--- config.mk ---
export PLATFORM = sky130hd
export DESIGN_NAME = uart_prog_loader_flat
export DESIGN_NICKNAME = d
export VERILOG_FILES = /design/src/rtl/fpu_prog_pkg.sv /design/src/rtl/uart_prog_loader_if.sv /design/src/rtl/uart_rx_core.sv /design/src/rtl/uart_prog_loader.sv /design/src/flat_wrapper.sv
export SDC_FILE = /design/constraint.sdc
export NUM_CORES = 1
export LEC_CHECK = 0
export CAP_MARGIN = 10
export CORE_ASPECT_RATIO = 0.6
export CORE_MARGIN = 2
export CORE_UTILIZATION = 35
export DETAILED_ROUTE_END_ITERATION = 7
export MAX_ROUTING_LAYER = met4
export PLACE_DENSITY_LB_ADDON = 0.15
export SLEW_MARGIN = 30
export SYNTH_ARGS = -nofsm -noshare
export SYNTH_HDL_FRONTEND = slang
export SYNTH_HIERARCHICAL = 1
export SYNTH_SLANG_ARGS = --single-unit
--- constraint.sdc ---
create_clock -name wb_clk_i -period 7.2 [get_ports wb_clk_i]
set_input_delay 1.44 -clock wb_clk_i [delete_from_list [all_inputs] [get_ports wb_clk_i]]
set_output_delay 1.44 -clock wb_clk_i [all_outputs]
set_load 0.005 [all_outputs]
--- src/rtl/fpu_prog_pkg.sv ---
// Shared constants and types for the UART program loader.
// The RX state enum is shared by the loader and its receive core.
package fpu_prog_pkg;

    localparam int          DEFAULT_CLKS_PER_BIT = 347;
    localparam logic [31:0] END_MARKER           = 32'h00000FFF;

    typedef enum logic [1:0] {
        IDLE,
        START,
        DATA,
        STOP
    } rx_state_t;

endpackage

--- src/rtl/uart_prog_loader_if.sv ---
// Instruction-memory write port driven by the program loader.
interface uart_prog_loader_if #(
    parameter int ADDR_W = 12
) ();

    logic              mem_we_o;
    logic [ADDR_W-1:0] mem_addr_o;
    logic [31:0]       mem_wdata_o;

    modport master (output mem_we_o, mem_addr_o, mem_wdata_o);
    modport slave  (input  mem_we_o, mem_addr_o, mem_wdata_o);

endinterface

--- src/rtl/uart_rx_core.sv ---
// 8N1 UART receiver: 2-flop synchronizer, mid-bit sampling FSM, one-cycle byte strobe.
module uart_rx_core
    import fpu_prog_pkg::*;
#(
    parameter int CLKS_PER_BIT = DEFAULT_CLKS_PER_BIT
) (
    input  logic       clk,
    input  logic       rst,
    input  logic       en,
    input  logic       rx,
    output logic [7:0] byte_o,
    output logic       byte_valid_o,
    output logic       frame_err_o
);

    localparam int             CNT_W   = $clog2(CLKS_PER_BIT + 1);
    localparam logic [CNT_W-1:0] HALF_M1 = CNT_W'(CLKS_PER_BIT / 2 - 1);
    localparam logic [CNT_W-1:0] FULL_M1 = CNT_W'(CLKS_PER_BIT - 1);

    // [0],[1] synchronize; [2] holds the previous synchronized value for edge detection
    logic [2:0]       sync_reg;
    logic             rx_s;
    logic             rx_prev;

    rx_state_t        state_reg, state_next;
    logic [CNT_W-1:0] cnt_reg, cnt_next;
    logic [2:0]       bit_reg, bit_next;
    logic [7:0]       shift_reg, shift_next;
    logic             valid_reg, valid_next;
    logic             ferr_reg, ferr_next;

    assign rx_s    = sync_reg[1];
    assign rx_prev = sync_reg[2];

    always_ff @(posedge clk or posedge rst) begin
        if (rst) begin
            sync_reg  <= 3'b111;
            state_reg <= IDLE;
            cnt_reg   <= '0;
            bit_reg   <= '0;
            shift_reg <= '0;
            valid_reg <= 1'b0;
            ferr_reg  <= 1'b0;
        end else begin
            sync_reg  <= {sync_reg[1:0], rx};
            state_reg <= state_next;
            cnt_reg   <= cnt_next;
            bit_reg   <= bit_next;
            shift_reg <= shift_next;
            valid_reg <= valid_next;
            ferr_reg  <= ferr_next;
        end
    end

    always_comb begin
        state_next = state_reg;
        cnt_next   = cnt_reg;
        bit_next   = bit_reg;
        shift_next = shift_reg;
        valid_next = 1'b0;
        ferr_next  = 1'b0;
        case (state_reg)
            // A falling edge is required so a low stop bit cannot retrigger a start.
            IDLE: begin
                if (en && !rx_s && rx_prev) begin
                    state_next = START;
                    cnt_next   = '0;
                end
            end
            START: begin
                if (cnt_reg == HALF_M1) begin
                    cnt_next   = '0;
                    bit_next   = '0;
                    state_next = rx_s ? IDLE : DATA;
                end else begin
                    cnt_next = cnt_reg + CNT_W'(1);
                end
            end
            DATA: begin
                if (cnt_reg == FULL_M1) begin
                    cnt_next   = '0;
                    shift_next = {rx_s, shift_reg[7:1]};
                    bit_next   = bit_reg + 3'd1;
                    if (bit_reg == 3'd7) begin
                        state_next = STOP;
                    end
                end else begin
                    cnt_next = cnt_reg + CNT_W'(1);
                end
            end
            STOP: begin
                if (cnt_reg == FULL_M1) begin
                    cnt_next   = '0;
                    state_next = IDLE;
                    valid_next = rx_s;
                    ferr_next  = !rx_s;
                end else begin
                    cnt_next = cnt_reg + CNT_W'(1);
                end
            end
            default: state_next = IDLE;
        endcase
    end

    assign byte_o       = shift_reg;
    assign byte_valid_o = valid_reg;
    assign frame_err_o  = ferr_reg;

endmodule

--- src/rtl/uart_prog_loader.sv ---
// UART program loader: packs received bytes MSB-first into words and writes them
// to instruction memory until the end marker arrives.
module uart_prog_loader #(
    parameter int          CLKS_PER_BIT = fpu_prog_pkg::DEFAULT_CLKS_PER_BIT,
    parameter int          ADDR_W       = 12,
    parameter int          DEPTH        = 4096,
    parameter logic [31:0] END_MARKER   = fpu_prog_pkg::END_MARKER
) (
    input  logic                     wb_clk_i,
    input  logic                     wb_rst_i,
    input  logic                     prog_en_i,
    input  logic                     rx_i,
    output logic                     prog_ready_o,
    uart_prog_loader_if.master       mem,
    output logic                     prog_done_o,
    output logic                     frame_err_o,
    output logic                     overflow_o
);
    import fpu_prog_pkg::*;

    logic [7:0]        rx_byte;
    logic              rx_valid;
    logic              rx_ferr;

    // One extra address bit so the DEPTH limit is detectable without wrapping
    logic [ADDR_W:0]   addr_reg;
    logic [23:0]       word_reg;
    logic [1:0]        byte_cnt_reg;
    logic              we_reg;
    logic [ADDR_W-1:0] addr_out_reg;
    logic [31:0]       wdata_reg;
    logic              done_reg;
    logic              ferr_reg;
    logic              ovf_reg;
    logic              ready_reg;

    logic              accept;
    logic              last_byte;
    logic              in_range;
    logic [31:0]       full_word;

    uart_rx_core #(
        .CLKS_PER_BIT (CLKS_PER_BIT)
    ) u_rx (
        .clk          (wb_clk_i),
        .rst          (wb_rst_i),
        .en           (prog_en_i),
        .rx           (rx_i),
        .byte_o       (rx_byte),
        .byte_valid_o (rx_valid),
        .frame_err_o  (rx_ferr)
    );

    always_comb begin
        accept    = rx_valid && prog_en_i && !done_reg;
        full_word = {word_reg, rx_byte};
        last_byte = accept && (byte_cnt_reg == 2'd3);
        in_range  = addr_reg < (ADDR_W + 1)'(DEPTH);
    end

    always_ff @(posedge wb_clk_i or posedge wb_rst_i) begin
        if (wb_rst_i) begin
            addr_reg     <= '0;
            word_reg     <= '0;
            byte_cnt_reg <= '0;
            we_reg       <= 1'b0;
            addr_out_reg <= '0;
            wdata_reg    <= '0;
            done_reg     <= 1'b0;
            ferr_reg     <= 1'b0;
            ovf_reg      <= 1'b0;
            ready_reg    <= 1'b0;
        end else begin
            ready_reg <= prog_en_i && !done_reg;
            we_reg    <= 1'b0;

            if (!prog_en_i) begin
                byte_cnt_reg <= '0;
            end else if (accept) begin
                word_reg     <= full_word[23:0];
                byte_cnt_reg <= byte_cnt_reg + 2'd1;
            end

            if (last_byte) begin
                if (full_word == END_MARKER) begin
                    done_reg <= 1'b1;
                end else if (in_range) begin
                    we_reg       <= 1'b1;
                    addr_out_reg <= addr_reg[ADDR_W-1:0];
                    wdata_reg    <= full_word;
                    addr_reg     <= addr_reg + (ADDR_W + 1)'(1);
                end else begin
                    ovf_reg <= 1'b1;
                end
            end

            if (rx_ferr && prog_en_i) begin
                ferr_reg <= 1'b1;
            end
        end
    end

    assign mem.mem_we_o    = we_reg;
    assign mem.mem_addr_o  = addr_out_reg;
    assign mem.mem_wdata_o = wdata_reg;
    assign prog_ready_o    = ready_reg;
    assign prog_done_o     = done_reg;
    assign frame_err_o     = ferr_reg;
    assign overflow_o      = ovf_reg;

endmodule
--- src/flat_wrapper.sv ---
// flat-port wrapper written by rule: the top's interface ports become plain ports
module uart_prog_loader_flat import fpu_prog_pkg::*;
#(
    parameter int          CLKS_PER_BIT = fpu_prog_pkg::DEFAULT_CLKS_PER_BIT,
    parameter int          ADDR_W       = 12,
    parameter int          DEPTH        = 4096,
    parameter logic [31:0] END_MARKER   = fpu_prog_pkg::END_MARKER
)
  (wb_clk_i, wb_rst_i, prog_en_i, rx_i, prog_ready_o, prog_done_o, frame_err_o, overflow_o, mem_mem_we_o, mem_mem_addr_o, mem_mem_wdata_o);
  uart_prog_loader_if #(.ADDR_W(ADDR_W)) mem_i ();
  input  logic wb_clk_i;
  input  logic wb_rst_i;
  input  logic prog_en_i;
  input  logic rx_i;
  output logic prog_ready_o;
  output logic prog_done_o;
  output logic frame_err_o;
  output logic overflow_o;
  output wire logic [$bits(mem_i.mem_we_o)-1:0] mem_mem_we_o;
  output wire logic [$bits(mem_i.mem_addr_o)-1:0] mem_mem_addr_o;
  output wire logic [$bits(mem_i.mem_wdata_o)-1:0] mem_mem_wdata_o;
  assign mem_mem_we_o = mem_i.mem_we_o;
  assign mem_mem_addr_o = mem_i.mem_addr_o;
  assign mem_mem_wdata_o = mem_i.mem_wdata_o;
  uart_prog_loader #(.CLKS_PER_BIT(CLKS_PER_BIT), .ADDR_W(ADDR_W), .DEPTH(DEPTH), .END_MARKER(END_MARKER)) u_core (.wb_clk_i(wb_clk_i), .wb_rst_i(wb_rst_i), .prog_en_i(prog_en_i), .rx_i(rx_i), .prog_ready_o(prog_ready_o), .mem(mem_i), .prog_done_o(prog_done_o), .frame_err_o(frame_err_o), .overflow_o(overflow_o));
endmodule
==> out/metrics.csv <==
metric,value,unit
status,finished clean,
DRT iter0 DRCs,125,
Ant. Diodes,0,
maximum VDD drop,0.0001117,V
Yosys reg bits,115,
TritonCTS Sinks,115,
first-pass GRT wire length,17140,um
arrival time worst endpoint,3.85,ns
number of flip-flops in the largest register,32,
PnR worst setup slack,3.643,ns
"slowest stage cell, crit path",clkdlybuf4s50_1,
period utilisation layout,0.4940,
Reg area,2882,um^2
# port buffers,52,
grt ovf,0,
Final Critical Period,3.557,ns
Highest Clock Rate,281.2,MHz
"Max FO, Critical Path",27,
Post-synth EDFFs,0,
worst reg2reg path startpoint,u_core/word_reg[4],
Post-DRT Antenna Nets,0,
TritonCTS clock tree,done,
Clock Skew,0.01076,ns
Finished Layout Cells,615,
Reg2Reg Depth,5,
post-CTS sizing,0,
Die ar.,15350,um^2
setup TNS,0,ns
RSZ-0062 raised after global routing,false,
FF-to-FF End,u_core/mem.mem_wdata_o[21],
fin. max-slew vios,0,
H-tree Lvls,4,
dpl ws,3.228,ns
"Warnings, synthesis",6,
CP Class,in2reg,
Fin. Hold Viols,0,
Routed WL,10260,um
Die Span Y,96.77,um
Layout fillers,1230,
Worst slew margin,0.4739,
Post-Syn Instances,352,
Syn Area/Cell,14.26,um^2
most frequent cells in the layout,"dfrtp_1, clkdlybuf4s50_1, mux2_2",
Hold Crit Class,reg2reg,
CTS Buf Count,17,
critical path data required time,7.49,ns
share of layout cells above drive strength 1,0.3002,
Syn Nets,363,
io pins,53,
placed cells,583,
library cells used by synthesis,52,
Post-CTS Hold Fix Bufs,0,
post-layout util,0.4574,
R2R setup slack,4.39,ns
setup violators final,0,
Vias/cell,4.847,
worst path cell trace,clkdlybuf4s50_1 > nand3_1 > a211oi_4 > buf_4 > mux2_2,
Worst Setup End Kind,flip-flop,
Placeable Area,13830,um^2
area of the multi-input gates,1993,um^2
initial antenna violation count,0,
largest net degree at the start of global routing,54,
"commonest non-fill, non-tap cell in the layout",dfrtp_1,
overall routing resource usage,0.1503,
Post-synth top flop,dfrtp_1,
GPL Wtd Cong,0.7455,
vias in the first global route,3156,
Clock Tree Buf Depth,2,
DP Wirelength,6675,um
"Async S/R FF share, synth",1.000,
CTS root buf,clkbuf_16,
Least-Margin Pin Slew,0.7833,ns
worst hold slack,0.3550,ns
pwr/cell area,245.9,nW/um^2
Total Nets Final,421,
WL/cell,16.68,um
"Cell Area, Synth",5020,um^2
num rows,33,
worst skew pair latency,0.41,ns
maxcap violations,0,
Setup crit end,u_core/mem.mem_wdata_o[28],
Post-CTS Setup Bufs,0,
Clock transition at path regs,0.06,ns
post-synthesis sequential area ratio,0.5740,
DR pass1 iterations,4,
Die X-Extent,158.6,um
CP Launch Point,prog_en_i,
crit start category,primary input,
Leak Pwr,3.010,nW
Syn-to-layout area delta,26.05,%
routed vias,2981,
DRC violations left,0,
Starting Density,0.3629,
"slowest stage delay, CP",0.64,ns
## kinds of logic after synthesis
family,count (synthesis),share of synthesized area
AND/OR/NAND/NOR,69,0.08724
AO/OA/AOI/OAI,41,0.06157
buffers and inverters,26,0.03190
XOR/XNOR,14,0.02443
multiplexers,80,0.2034
adder cells (fa/ha/maj),7,0.01745
flip-flops,115,0.5740
## worst min-delay path by stage
stage                     depth (start not counted)  slack, ns                       to                     from
after floorplan                                   0       0.35  u_core/u_rx/sync_reg[1]  u_core/u_rx/sync_reg[0]
after global placement                            0       0.35  u_core/u_rx/sync_reg[1]  u_core/u_rx/sync_reg[0]
after detailed placement                          0       0.35  u_core/u_rx/sync_reg[1]  u_core/u_rx/sync_reg[0]
after CTS                                         0       0.36  u_core/u_rx/sync_reg[1]  u_core/u_rx/sync_reg[0]
after global routing                              0       0.36  u_core/u_rx/sync_reg[1]  u_core/u_rx/sync_reg[0]
final                                             0       0.36  u_core/u_rx/sync_reg[1]  u_core/u_rx/sync_reg[0]
## synthesized netlist by cell type, types with 2 or more instances
cell,instances,area (um^2)
dfrtp_1,112,2803
mux2_2,44,495.5
mux2_4,33,495.5
nand2_1,21,78.83
xor2_1,13,113.9
inv_1,10,37.54
nand3_1,8,40.04
nand4_1,8,50.05
a2111oi_0,7,61.31
ha_1,7,87.58
o21ai_0,6,30.03
o22ai_1,6,37.54
buf_6,5,56.30
clkbuf_1,5,18.77
nor4_1,5,31.28
a21oi_1,4,20.02
nor3_1,4,20.02
a211oi_1,3,22.52
and4_1,3,26.28
and4b_1,3,30.03
buf_4,3,22.52
dfstp_2,3,78.83
mux2i_1,3,30.03
nor2b_1,3,18.77
a211o_1,2,17.52
buf_2,2,10.01
nand2b_1,2,12.51
o211ai_1,2,15.01
o21bai_1,2,15.01
## per-stage QoR
stage                     power (W)  instance area [um^2]
final                      0.001556                  6327
after global routing       0.001611                  6327
after CTS                  0.001578                  6327
after detailed placement  0.0006786                  5700
after global placement    0.0006783                  5687
after floorplan           0.0006703                  5020
## worst max-delay path: cells and delay by family
kind	cells	cell delay [ns]
multiplexers	1	0.39
buffers and inverters	2	1.20
AO/OA/AOI/OAI	1	0.59
AND/OR/NAND/NOR	1	0.20
## layer usage
layer | GRT usage | wire, um | vias up
met4 | 0.05405 | 116 | 0
met5 | - | 0 | -
met2 | 0.1812 | 3976 | 60
met3 | 0.03943 | 431 | 13
met1 | 0.2356 | 5733 | 1495
li1 | - | - | 1413
## final cells by class
| class | count | area share |
|---|---|---|
| flip-flops and latches | 115 | 0.4554 |
| clock inverters | 12 | 0.02848 |
| clock buffers | 20 | 0.07060 |
| inverters | 10 | 0.006130 |
| well taps | 192 | 0.03797 |
| multi-input cells | 211 | 0.3150 |
| repair buffers | 55 | 0.08641 |
## power by group
| part | total, W | switching (W) | internal, W | leakage, nW |
|---|---|---|---|---|
| Combinational | 0.0000166 | 0.0000139 | 0.00000262 | 1.14 |
| Clock | 0.000890 | 0.000301 | 0.000589 | 0.301 |
| Sequential | 0.000650 | 0.000000916 | 0.000649 | 1.57 |
(Power assumes the default switching activity.)
